## src/rtl/gpio_cfg_pkg.sv

```systemverilog
// Shared types and constants for the GPIO pad-configuration chain loader.
// Latency: n/a (declarations only).
// Backpressure: n/a.
package gpio_cfg_pkg;

    // Loader sequencing states.
    typedef enum logic [2:0] {
        IDLE     = 3'd0,
        FETCH    = 3'd1,
        SHIFT_LO = 3'd2,
        SHIFT_HI = 3'd3,
        LOAD     = 3'd4,
        DONE     = 3'd5
    } gpio_cfg_state_e;

    // Width of one gpio_control_block shift register.
    localparam int GPIO_PAD_CTRL_BITS = 12;

    // Power-on contents of a pad-control register.
    localparam logic [11:0] GPIO_CTRL_DEFAULTS = 12'hC00;

    // Counter width helper: max(1, $clog2(n)).
    function automatic int clog2_min1(input int n);
        return (n <= 2) ? 1 : $clog2(n);
    endfunction

endpackage

```

## src/rtl/gpio_cfg_loader_if.sv

```systemverilog
// Management-side bundle for the pad-configuration loader: start/busy/done
// handshake, per-pad word fetch (cfg_idx -> cfg_data, same cycle) and the
// three serial-chain drive lines.
// Backpressure: none; cfg_data must be valid combinationally for cfg_idx.
// Ports (master = loader side):
//   cfg_start in, cfg_data in, cfg_busy/cfg_done/cfg_idx out,
//   serial_clock_out/serial_data_out/serial_load_out out.
interface gpio_cfg_loader_if #(
    parameter int IDX_W         = 4,
    parameter int PAD_CTRL_BITS = 12
);
    logic                     cfg_start;
    logic                     cfg_busy;
    logic                     cfg_done;
    logic [IDX_W-1:0]         cfg_idx;
    logic [PAD_CTRL_BITS-1:0] cfg_data;
    logic                     serial_clock_out;
    logic                     serial_data_out;
    logic                     serial_load_out;

    modport master (
        input  cfg_start,
        input  cfg_data,
        output cfg_busy,
        output cfg_done,
        output cfg_idx,
        output serial_clock_out,
        output serial_data_out,
        output serial_load_out
    );

    modport slave (
        output cfg_start,
        output cfg_data,
        input  cfg_busy,
        input  cfg_done,
        input  cfg_idx,
        input  serial_clock_out,
        input  serial_data_out,
        input  serial_load_out
    );
endinterface

```

## src/rtl/gpio_cfg_clkgen.sv

```systemverilog
// Half-period timer for the serial chain clock: phase_end_o marks the last
// mclk cycle of each CLK_DIV-cycle window.
// Backpressure: none; counts only while run_i is high.
// Ports: mclk, resetn (async active-low), run_i (count enable), phase_end_o.
module gpio_cfg_clkgen
    import gpio_cfg_pkg::*;
#(
    parameter int CLK_DIV = 2
) (
    input  logic mclk,
    input  logic resetn,
    input  logic run_i,
    output logic phase_end_o
);

    localparam int            CW   = clog2_min1(CLK_DIV);
    localparam logic [CW-1:0] LAST = CW'(CLK_DIV - 1);

    logic [CW-1:0] cnt_q;
    logic [CW-1:0] cnt_d;

    // The counter sits at zero outside the timed states and wraps on every
    // phase_end; every transition into SHIFT_LO/SHIFT_HI/LOAD happens either
    // from an untimed state or on a phase_end, so each timed state always
    // starts a fresh window.
    always_comb begin
        phase_end_o = run_i && (cnt_q == LAST);
        cnt_d       = cnt_q;
        if (!run_i || phase_end_o) begin
            cnt_d = '0;
        end else begin
            cnt_d = cnt_q + 1'b1;
        end
    end

    always_ff @(posedge mclk or negedge resetn) begin
        if (!resetn) begin
            cnt_q <= '0;
        end else begin
            cnt_q <= cnt_d;
        end
    end

endmodule

```

## src/rtl/gpio_cfg_loader.sv

```systemverilog
// Serial-chain master: on cfg_start fetches one word per pad (farthest pad
// first), shifts each MSB first under a divided clock, then strobes load.
// Latency: busy NUM_PADS*(1+2*CLK_DIV*PAD_CTRL_BITS)+2*CLK_DIV cycles, done next.
// Backpressure: none; cfg_start outside IDLE is dropped, not queued.
// Ports: mclk, resetn (async active-low), bus (gpio_cfg_loader_if.master).
module gpio_cfg_loader
    import gpio_cfg_pkg::*;
#(
    parameter int NUM_PADS      = 15,
    parameter int PAD_CTRL_BITS = GPIO_PAD_CTRL_BITS,
    parameter int CLK_DIV       = 2
) (
    input  logic              mclk,
    input  logic              resetn,
    gpio_cfg_loader_if.master bus
);

    localparam int               IDX_W    = clog2_min1(NUM_PADS);
    localparam int               BIT_W    = clog2_min1(PAD_CTRL_BITS);
    localparam logic [IDX_W-1:0] LAST_PAD = IDX_W'(NUM_PADS - 1);
    localparam logic [BIT_W-1:0] LAST_BIT = BIT_W'(PAD_CTRL_BITS - 1);

    gpio_cfg_state_e          state_q;
    logic [IDX_W-1:0]         pad_cnt_q;
    logic [BIT_W-1:0]         bit_cnt_q;
    logic [PAD_CTRL_BITS-1:0] sreg_q;
    logic [PAD_CTRL_BITS-1:0] sreg_d;
    logic                     load_half_q;
    logic                     busy_q;
    logic                     done_q;
    logic                     sclk_q;
    logic                     sdat_q;
    logic                     load_q;
    logic                     run;
    logic                     phase_end;

    assign run    = (state_q == SHIFT_LO) || (state_q == SHIFT_HI) || (state_q == LOAD);
    assign sreg_d = sreg_q << 1;

    gpio_cfg_clkgen #(
        .CLK_DIV (CLK_DIV)
    ) u_clkgen (
        .mclk        (mclk),
        .resetn      (resetn),
        .run_i       (run),
        .phase_end_o (phase_end)
    );

    // Every output is a flop updated together with the state it belongs to,
    // so the chain lines change only on mclk edges and an async reset clears
    // them at once (a half-finished load strobe is cut off with everything else).
    always_ff @(posedge mclk or negedge resetn) begin
        if (!resetn) begin
            state_q     <= IDLE;
            pad_cnt_q   <= LAST_PAD;
            bit_cnt_q   <= '0;
            sreg_q      <= PAD_CTRL_BITS'(GPIO_CTRL_DEFAULTS);
            load_half_q <= 1'b0;
            busy_q      <= 1'b0;
            done_q      <= 1'b0;
            sclk_q      <= 1'b0;
            sdat_q      <= 1'b0;
            load_q      <= 1'b0;
        end else begin
            done_q <= 1'b0;
            case (state_q)
                IDLE: begin
                    if (bus.cfg_start) begin
                        pad_cnt_q <= LAST_PAD;
                        busy_q    <= 1'b1;
                        state_q   <= FETCH;
                    end
                end
                FETCH: begin
                    // cfg_idx is the pad counter; the source answers in this cycle.
                    sreg_q    <= bus.cfg_data;
                    bit_cnt_q <= LAST_BIT;
                    sdat_q    <= bus.cfg_data[PAD_CTRL_BITS-1];
                    state_q   <= SHIFT_LO;
                end
                SHIFT_LO: begin
                    if (phase_end) begin
                        sclk_q  <= 1'b1;
                        state_q <= SHIFT_HI;
                    end
                end
                SHIFT_HI: begin
                    if (phase_end) begin
                        sclk_q <= 1'b0;
                        sreg_q <= sreg_d;
                        if (bit_cnt_q != '0) begin
                            bit_cnt_q <= bit_cnt_q - 1'b1;
                            sdat_q    <= sreg_d[PAD_CTRL_BITS-1];
                            state_q   <= SHIFT_LO;
                        end else if (pad_cnt_q != '0) begin
                            pad_cnt_q <= pad_cnt_q - 1'b1;
                            state_q   <= FETCH;
                        end else begin
                            sdat_q      <= 1'b0;
                            load_q      <= 1'b1;
                            load_half_q <= 1'b0;
                            state_q     <= LOAD;
                        end
                    end
                end
                LOAD: begin
                    // The strobe spans two timer windows.
                    if (phase_end) begin
                        if (load_half_q) begin
                            load_q  <= 1'b0;
                            busy_q  <= 1'b0;
                            done_q  <= 1'b1;
                            state_q <= DONE;
                        end else begin
                            load_half_q <= 1'b1;
                        end
                    end
                end
                DONE: begin
                    state_q <= IDLE;
                end
                default: begin
                    state_q <= IDLE;
                end
            endcase
        end
    end

    assign bus.cfg_busy         = busy_q;
    assign bus.cfg_done         = done_q;
    assign bus.cfg_idx          = pad_cnt_q;
    assign bus.serial_clock_out = sclk_q;
    assign bus.serial_data_out  = sdat_q;
    assign bus.serial_load_out  = load_q;

endmodule

```

## src/flat_wrapper.sv

```systemverilog
// flat-port wrapper written by rule: the top's interface ports become plain ports
module gpio_cfg_loader_flat import gpio_cfg_pkg::*;
#(
    parameter int NUM_PADS      = 15,
    parameter int PAD_CTRL_BITS = GPIO_PAD_CTRL_BITS,
    parameter int CLK_DIV       = 2
)
  (mclk, resetn, bus_cfg_start, bus_cfg_data, bus_cfg_busy, bus_cfg_done, bus_cfg_idx, bus_serial_clock_out, bus_serial_data_out, bus_serial_load_out);
  gpio_cfg_loader_if #(.IDX_W(4), .PAD_CTRL_BITS(PAD_CTRL_BITS)) bus_i ();
  input  logic mclk;
  input  logic resetn;
  input wire logic [$bits(bus_i.cfg_start)-1:0] bus_cfg_start;
  input wire logic [$bits(bus_i.cfg_data)-1:0] bus_cfg_data;
  output wire logic [$bits(bus_i.cfg_busy)-1:0] bus_cfg_busy;
  output wire logic [$bits(bus_i.cfg_done)-1:0] bus_cfg_done;
  output wire logic [$bits(bus_i.cfg_idx)-1:0] bus_cfg_idx;
  output wire logic [$bits(bus_i.serial_clock_out)-1:0] bus_serial_clock_out;
  output wire logic [$bits(bus_i.serial_data_out)-1:0] bus_serial_data_out;
  output wire logic [$bits(bus_i.serial_load_out)-1:0] bus_serial_load_out;
  assign bus_i.cfg_start = bus_cfg_start;
  assign bus_i.cfg_data = bus_cfg_data;
  assign bus_cfg_busy = bus_i.cfg_busy;
  assign bus_cfg_done = bus_i.cfg_done;
  assign bus_cfg_idx = bus_i.cfg_idx;
  assign bus_serial_clock_out = bus_i.serial_clock_out;
  assign bus_serial_data_out = bus_i.serial_data_out;
  assign bus_serial_load_out = bus_i.serial_load_out;
  gpio_cfg_loader #(.NUM_PADS(NUM_PADS), .PAD_CTRL_BITS(PAD_CTRL_BITS), .CLK_DIV(CLK_DIV)) u_core (.mclk(mclk), .resetn(resetn), .bus(bus_i));
endmodule
```

## config.mk

```make
export PLATFORM = sky130hd
export DESIGN_NAME = gpio_cfg_loader_flat
export DESIGN_NICKNAME = d
export VERILOG_FILES = /design/src/rtl/gpio_cfg_pkg.sv /design/src/rtl/gpio_cfg_loader_if.sv /design/src/rtl/gpio_cfg_clkgen.sv /design/src/rtl/gpio_cfg_loader.sv /design/src/flat_wrapper.sv
export SDC_FILE = /design/constraint.sdc
export NUM_CORES = 1
export LEC_CHECK = 0
export BUFFER_PORTS_ARGS = -buffer_cell sky130_fd_sc_hd__buf_2
export CORE_MARGIN = 1.5
export CORE_UTILIZATION = 35
export CTS_BUF_LIST = sky130_fd_sc_hd__clkbuf_4 sky130_fd_sc_hd__clkbuf_8
export DETAILED_ROUTE_END_ITERATION = 8
export PLACE_DENSITY_LB_ADDON = 0.12
export SLEW_MARGIN = 20
export SYNTH_ARGS = -nofsm -noshare
export SYNTH_HDL_FRONTEND = slang
export SYNTH_SLANG_ARGS = --single-unit
export TNS_END_PERCENT = 10
```

## constraint.sdc

```tcl
create_clock -name mclk -period 3.8 [get_ports mclk]
set_input_delay 0.38 -clock mclk [delete_from_list [all_inputs] [get_ports mclk]]
set_output_delay 0.38 -clock mclk [all_outputs]
set_load 0.01 [all_outputs]
```

==> out/metrics.cfg, run 1 <==
[sta]
min_period_over_period_pct=47.48
period_minus_slack_ns=1.804
max_slew_margin_pct=56.01
rsz0062_at_grt=false
worst_pin_slew_ns=0.6599
hold_ws_ns=0.1281
clock_skew_ns=0.005394
slew_viol_final=0
setup_ws_ns=1.996
tns_ns=0
setup_violations=0
fmax_mhz=554.3
hold_violations=0

[layout]
nFillCells=416
syn_to_final_growth_pct=15.87
register_area_um2=730.7
multi_input_area_um2=678.2
n_antenna_cell=0
nNetsFinal=189
drive_gt1_share_pct=26.74

[critical_path]
cp_max_fo=15
cp-end-kind=flip-flop
crit_required_ns=4.01
r2r_start=u_core.state_q[1]$_DFFE_PN0P_
cp-start-kind=flip-flop
crit_type=flip-flop to flip-flop
cp.arrival_ns=2.01
crit_start=u_core.state_q[1]$_DFFE_PN0P_

[power]
combPwrFrac_pct=3.5
power_switching_uw=120.1
pwr_density_cell_nw_per_um2=350.3
peakVddDrop_mv=0.1532
p_sw_share_pct=19.95
p_int_uw=481.7
p_leak_nw=0.8619
clkPwrFrac_pct=44.8
p_seq_share_pct=51.6

[detailed_routing]
dr.pass1.iters=4
drt_wl_total_um=2964
vias_per_cell=5.090
vias=1130
drc=0
ant_nets=0
drtIter0Drc=40
post_drt_wl_per_cell_um=13.35

[place]
dp_slack_ns=2.003
dp_hpwl_um=2105
routabilityCongestion=0.7709
numPortBuffers=23

[cts]
cts_setup_buffers=0
cts_num_sinks=29
cts_buffer_depth=2
clkTransAtPathRegs_ns=0.06
clk_latency_ns=0.28
cts-root-buf=clkbuf_8
cts_resized=0
cts_htree_levels=2
hold_buffers=0
cts_tree=yes
cts_buffers=5

[logic_synthesis]
ys_seq_area_share_pct=49.28
synth_enable_flop_cells=0
avgSynthCellArea_um2=10.02
synth.most_common_cell=dfrtp_1
synthesis.area_um2=1483
synth_area_leader_cell=dfrtp_1
synthDistinctLibCells=44
synth_fp_nets=166
synth_ff_type=dfrtp_1
ys_warn_count=0
synthArstFlopShare_pct=100.0
synth_top_area_share_pct=42.19
synth_area_leaders=dfrtp_1, mux2i_1, dfstp_2
syn_inst=148
ys_seq_elements=29
synthTopCellsByCount=dfrtp_1, nand2_1, o21ai_1

[run_status]
status=finished, final reports clean

[global_routing]
antenna_found_initial=0
grt_usage_pct=15.34
first_global_vias=1140
grt_overflow_total=0
grt_pass1_wl_um=5216
grt_max_degree=30

[worst_hold_path]
hold_path_class=primary input to asynchronous set/reset pin

[floorplan]
die_y_um=68.09
rows=23
start_util_pct=36.80
top_level_ports=24
fp.dieArea_um2=4636
coreArea_um2=4029
chipWidth_um=68.09

[run]
cap_viol_max_count=0

cells in the final DEF, fill, tap and decap left out, types with 2 or more instances in the layout:
master and instances:
nand2b_1 2, nand4_1 2, nor2_1 5, nor3_1 3, dfstp_2 4, nand3b_1 2, clkbuf_8 6, nor4b_1 2
nand3_1 5, o21ai_1 16, buf_2 23, nand2_1 22, ha_1 3, mux2i_1 11, clkbuf_4 2, a21oi_1 6
inv_1 6, a32o_1 2, dfrtp_1 25
metrics by stage:
step                      power [mW]  instance area, um2  cells  util (%)
final                         0.6018                1718    222     42.64
after global routing          0.6288                1718    222     42.64
after CTS                     0.6111                1718    222     42.64
after detailed placement      0.3383                1620    214     40.22
after global placement        0.3379                1620    214     40.22
after floorplan               0.3232                1483    148         -
layer usage:
metal | track usage [%] | vias up | wire (um)
met1 | 20.79 | 529 | 1495
met4 | 8.250 | 0 | 63
met2 | 22.69 | 17 | 1326
li1 | - | 577 | -
met3 | 3.454 | 7 | 78
met5 | 0 | - | 0
worst paths after layout:
check,end,slack [ns],cells after the start
min in group mclk,u_core.sreg_q[0]$_DFFE_PN0P_,0.36,2
max in group asynchronous,u_core.bit_cnt_q[1]$_DFFE_PN0P_,3.24,1
worst min register to register,u_core.sreg_q[10]$_DFFE_PN1P_,0.47,2
worst max register to register,u_core.bus.cfg_idx[2]$_DFFE_PN1P_,2.00,4
worst min-delay path,u_core.bus.serial_data_out$_DFFE_PN0P_,0.13,1
worst max-delay path,u_core.bus.cfg_idx[2]$_DFFE_PN1P_,2.00,4
power by group through the flow:
| stage | Sequential (mW) | Combinational [mW] | Clock (mW) |
|---|---|---|---|
| floorplan | 0.316 | 0.00677 | 0 |
| global placement | 0.316 | 0.0218 | 0 |
| detailed placement | 0.316 | 0.0222 | 0 |
| CTS | 0.311 | 0.0222 | 0.278 |
| global route | 0.311 | 0.0250 | 0.293 |
| finish | 0.311 | 0.0213 | 0.270 |
flip-flops by register name (all words and copies together) (netlist names):
register,flops
u_core.bus.serial_clock_out,1
u_core.bus.cfg_idx,4
u_core.bus.serial_load_out,1
u_core.sreg_q,11
u_core.bus.cfg_done,1
u_core.bus.cfg_busy,1
u_core.load_half_q,1
u_core.u_clkgen.cnt_q,1
u_core.bit_cnt_q,4
u_core.state_q,3
u_core.bus.serial_data_out,1
area by class of cell:
cell class | count | area share [%]
clock buffer | 8 | 5.681
tap | 50 | 3.642
timing repair buffer | 24 | 7.138
inverter | 7 | 1.529
multi-input combinational | 104 | 39.48
sequential | 29 | 42.53
worst max-delay path, stage by stage, from the launching register on:
cell	delay, ns
dfrtp_1	0.65
nand3b_2	0.50
a21oi_1	0.28
nor2_1	0.07
a22o_1	0.23
logic make-up (layout without fill, tap and decap cells):
| logic type | after synthesis | in the layout | synth area share [%] |
|---|---|---|---|
| and+or+nand+nor | 55 | 55 | 20.68 |
| AOI/OAI and AO/OA | 35 | 35 | 15.11 |
| DFF | 29 | 29 | 49.28 |
| buffers and inverters | 15 | 39 | 4.978 |
| muxes | 11 | 11 | 7.426 |
| adders and majority gates | 3 | 3 | 2.532 |
Note: power is estimated with default switching activity, not from simulation.
==> run 2: changes to the inputs <==
ABC_AREA = 1   (was default)
clock period = 1.7 ns   (was 3.8 ns; I/O delays follow)
==> out/metrics.cfg, run 2 <==
[global_routing]
antenna_found_initial=0
grt_max_degree=30
grt_usage_pct=13.60
first_global_vias=1222
grt_pass1_wl_um=5375
grt_overflow_total=0

[detailed_routing]
drc=0
drtIter0Drc=68
dr.pass1.iters=6
drt_wl_total_um=3077
vias_per_cell=4.481
ant_nets=0
vias=1304
post_drt_wl_per_cell_um=10.57

[logic_synthesis]
synthArstFlopShare_pct=100.0
ys_warn_count=0
synth.most_common_cell=nand2_1
synth_ff_type=dfrtp_1
synth_enable_flop_cells=0
ys_seq_elements=29
syn_inst=210
ys_seq_area_share_pct=44.55
synth_area_leaders=dfrtp_1, nand2_1, dfstp_2
avgSynthCellArea_um2=7.811
synth_top_area_share_pct=38.14
synthTopCellsByCount=nand2_1, inv_1, dfrtp_1
synthDistinctLibCells=22
synthesis.area_um2=1640
synth_fp_nets=228
synth_area_leader_cell=dfrtp_1

[floorplan]
start_util_pct=36.91
rows=24
coreArea_um2=4444
die_y_um=71.46
fp.dieArea_um2=5107
top_level_ports=24
chipWidth_um=71.46

[cts]
clk_latency_ns=0.28
cts_buffers=5
cts_htree_levels=2
cts_buffer_depth=2
cts_setup_buffers=0
clkTransAtPathRegs_ns=0.06
cts_num_sinks=29
cts-root-buf=clkbuf_8
cts_tree=yes

[layout]
n_antenna_cell=0
syn_to_final_growth_pct=15.56
top_register=u_core.sreg_q
drive_gt1_share_pct=25.94
layout_commonest_cell=nand2_1
layout_common_cells=nand2_1, inv_1, dfrtp_1
nNetsFinal=256
largest_reg_flops=11

[worst_hold_path]
hold_path_class=primary input to flip-flop
hold_depth=3
worstHoldStart=bus_cfg_start

[critical_path]
cp_max_fo=5
cp.arrival_ns=1.72
cp-end-kind=flip-flop
crit_type=flip-flop to flip-flop
r2r_start=u_core.bus.cfg_idx[1]$_DFFE_PN1P_
reg2reg_depth=8
crit_start=u_core.bus.cfg_idx[1]$_DFFE_PN1P_
cp-start-kind=flip-flop
crit_required_ns=1.87

[sta]
rsz0062_at_grt=false
worst_pin_slew_ns=0.6625
max_slew_margin_pct=55.83
tns_ns=0
min_period_over_period_pct=90.65
hold_violations=0
period_minus_slack_ns=1.541
clock_skew_ns=0.003442
slew_viol_final=0
setup_violations=0
fmax_mhz=648.9

[power]
p_leak_nw=1.006
peakVddDrop_mv=0.6797
pwr_density_cell_nw_per_um2=1882
p_total_mw=3.568

[run]
cap_viol_max_count=0

[place]
numPortBuffers=23
dp_hpwl_um=2203
routabilityCongestion=0.7267

[run_status]
status=finished, final reports clean

==> run 2: changes by cell type after synthesis, moves of 3 or more <==
cell	before	now
mux2i_1	11	0
o21ai_1	16	0
nor2_1	5	14
nand2_2	1	4
nand3_1	5	17
inv_1	6	26
o21ai_0	1	18
nor3_1	3	0
nand2_1	22	70
o21ai_2	0	11
or2_2	0	3
buf_2	5	2
a21oi_1	6	1
buf_6	1	4
==> run 2: path summary, 6_finish.rpt <==
path                                                          end  slack (ns)
max                             u_core.bus.cfg_idx[0]$_DFFE_PN0P_        0.16
min                               u_core.bus.cfg_busy$_DFFE_PN0P_        0.15
max reg2reg                     u_core.bus.cfg_idx[0]$_DFFE_PN0P_        0.16
min reg2reg                        u_core.load_half_q$_DFFE_PN0P_        0.47
max in group asynchronous  u_core.bus.serial_data_out$_DFFE_PN0P_        0.82
min in group asynchronous           u_core.bus.cfg_done$_DFF_PN0_        0.46
==> run 2: timing repair <==
item	4_1_cts	5_1_grt
resized for setup	0	0
hold endpoints to repair	25	0
hold buffers	1	0
setup endpoints to repair	0	0
==> run 2: cell type report <==
type                       instances  area [um2]
inverter                          28       106.4
sequential                        29       730.7
multi-input combinational        147       748.2
clock buffer                       8       97.59
timing repair buffer              27       147.6
tap                               52       65.06
fill                             473        2549
==> run 2: per-layer routing <==
metal / part of all wire [%] / GRT usage, % / wire length [um] / up-vias
met1: 51 / 17.26 / 1558 / 567
met4: 1.6 / 5.031 / 49 / 0
met5: 0 / 0 / 0 / -
li1: - / - / - / 711
met3: 4.5 / 5.907 / 137 / 5
met2: 43 / 20.66 / 1331 / 21
==> run 2: through the flow <==
stage,worst slack [ns],std cells,hold slack (ns),cell area (um2),util (%)
floorplan,0.3014,210,-0.1256,1640,-
CTS,0.1670,291,0.1453,1896,42.65
finish,0.1589,291,0.1478,1896,42.65
global placement,0.1892,282,0.2494,1788,40.23
detailed placement,0.1809,282,0.2451,1788,40.23
global route,0.008626,291,0.1506,1896,42.65
==> run 2: where the power goes <==
group	total, mW	internal (mW)	switching, mW
combinational	1.75	0.634	1.11
clock	0.613	0.361	0.252
sequential	1.21	1.02	0.183
==> run 2: cells by family (layout without fill, tap and decap cells) <==
family / Yosys count / after routing / share of synthesized area, %
compound gates: 31 / 31 / 12.13
fa+ha+maj: 3 / 3 / 2.289
buf+inv: 34 / 63 / 9.839
flops: 29 / 29 / 44.55
simple gates: 113 / 113 / 31.20
==> run 2: critical path, cell delays in order, from the launching register on <==
cell and delay, ns:
dfstp_2 0.55, inv_1 0.05, ha_1 0.19, nand3_1 0.13
nand2_1 0.12, nand2_1 0.19, nand2_2 0.10, nand2_1 0.07
nand2_1 0.04
==> run 3: changes to the inputs <==
CELL_PAD_IN_SITES_DETAIL_PLACEMENT = 1   (was default)
CELL_PAD_IN_SITES_GLOBAL_PLACEMENT = 1   (was default)
==> out/metrics.cfg, run 3 (synthesis gave the netlist of run 2 again) <==
[run_status]
status=finished, final reports clean

[floorplan]
start_util_pct=36.91
rows=24
top_level_ports=24
chipWidth_um=71.46
fp.dieArea_um2=5107
coreArea_um2=4444
die_y_um=71.46

[sta]
tns_ns=0
clock_skew_ns=0.007475
max_slew_margin_pct=55.51
worst_pin_slew_ns=0.6674
period_minus_slack_ns=1.533
rsz0062_at_grt=false
hold_violations=0
fmax_mhz=652.4
setup_violations=0
slew_viol_final=0
min_period_over_period_pct=90.17

[cts]
cts_tree=yes
clk_latency_ns=0.28
cts_buffers=5
cts_num_sinks=29
cts-root-buf=clkbuf_8
cts_htree_levels=2
clkTransAtPathRegs_ns=0.07
cts_buffer_depth=2

[critical_path]
cp_max_fo=8
cp-end-kind=flip-flop
crit_type=flip-flop to flip-flop
cp.arrival_ns=1.71
crit_required_ns=1.88
cp-start-kind=flip-flop

[place]
dp_cells=281
dp_hpwl_um=2529
numPortBuffers=23
routabilityCongestion=0.7616

[global_routing]
grt_pass1_wl_um=6189
grt_usage_pct=15.53
grt_overflow_total=0
first_global_vias=1378
grt_max_degree=30
antenna_found_initial=0

[layout]
n_antenna_cell=0
syn_to_final_growth_pct=15.64
layout_common_cells=nand2_1, inv_1, dfrtp_1
nNetsFinal=255
final_cells=290
drive_gt1_share_pct=26.05
layout_commonest_cell=nand2_1
top_register=u_core.sreg_q
largest_reg_flops=11

[detailed_routing]
drtIter0Drc=25
ant_nets=0
drt_wl_total_um=3428
vias_per_cell=4.638
drc=0
vias=1345
post_drt_wl_per_cell_um=11.82
dr.pass1.iters=6

[power]
p_total_mw=3.619
pwr_density_cell_nw_per_um2=1908
peakVddDrop_mv=0.5222
p_leak_nw=1.004

[worst_hold_path]
hold_path_class=primary input to flip-flop

[run]
cap_viol_max_count=0

-- run 3: cell types whose count changed in the layout (fill, tap and decap cells not counted), sizes merged --
cell,change
buf,-1
-- run 3: final timing paths --
| check | start | endpoint | slack (ns) | depth (start not counted) |
|---|---|---|---|---|
| max | u_core.state_q[2]$_DFFE_PN0P_ | u_core.bus.serial_load_out$_DFFE_PN0P_ | 0.17 | 7 |
| max reg2reg | u_core.state_q[2]$_DFFE_PN0P_ | u_core.bus.serial_load_out$_DFFE_PN0P_ | 0.17 | 7 |
| max in group asynchronous | resetn | u_core.sreg_q[4]$_DFFE_PN0P_ | 0.81 | 2 |
| min | bus_cfg_data[0] | u_core.sreg_q[0]$_DFFE_PN0P_ | 0.14 | 3 |
| min reg2reg | u_core.bus.serial_load_out$_DFFE_PN0P_ | u_core.bus.serial_load_out$_DFFE_PN0P_ | 0.47 | 2 |
| min in group asynchronous | resetn | u_core.bus.cfg_idx[0]$_DFFE_PN0P_ | 0.46 | 2 |
-- run 3: metal layers --
layer / wire length, um / global-route usage, % / vias to the layer above
met5: 0 / 0 / -
met3: 102 / 4.219 / 5
li1: - / - / 706
met4: 36 / 5.031 / 0
met1: 1705 / 20.02 / 618
met2: 1584 / 25.44 / 16
-- run 3: per-stage QoR --
step	cell area (um2)	hold slack, ns	utilization [%]	setup WS (ns)
after floorplan	1640	-0.1256	-	0.3014
after global placement	1793	0.2488	40.34	0.1465
after detailed placement	1793	0.2518	40.34	0.1324
after CTS	1894	0.1404	42.62	0.1192
after global routing	1897	0.1532	42.68	0.008091
final	1897	0.1429	42.68	0.1671
-- run 3: cell type report --
type	count	area, um2
fillers	578	2547
multi-input cells	147	750.7
flip-flops and latches	29	730.7
repair buffers	26	152.6
inverters	28	106.4
clock buffers	8	91.34
well taps	52	65.06
-- run 3: power by group --
| part | switching, mW | internal (mW) | total [mW] | leakage [nW] |
|---|---|---|---|---|
| combinational | 1.13 | 0.654 | 1.79 | 0.608 |
| sequential | 0.200 | 1.02 | 1.22 | 0.347 |
| clock | 0.267 | 0.338 | 0.606 | 0.0498 |
-- run 3: what timing repair did --
item	CTS	global route
setup endpoints to repair	0	2
hold endpoints to repair	25	0
hold buffers	1	0
buffers inserted	0	0
resized for setup	0	1
-- run 3: worst max-delay path, cell delays in order, from the launching register on --
cell and delay [ns]:
dfrtp_1 0.59, clkinv_2 0.18, nand3b_1 0.15, inv_1 0.06
nor2_1 0.25, nand2_1 0.10, nand2_1 0.06, nand2_1 0.04
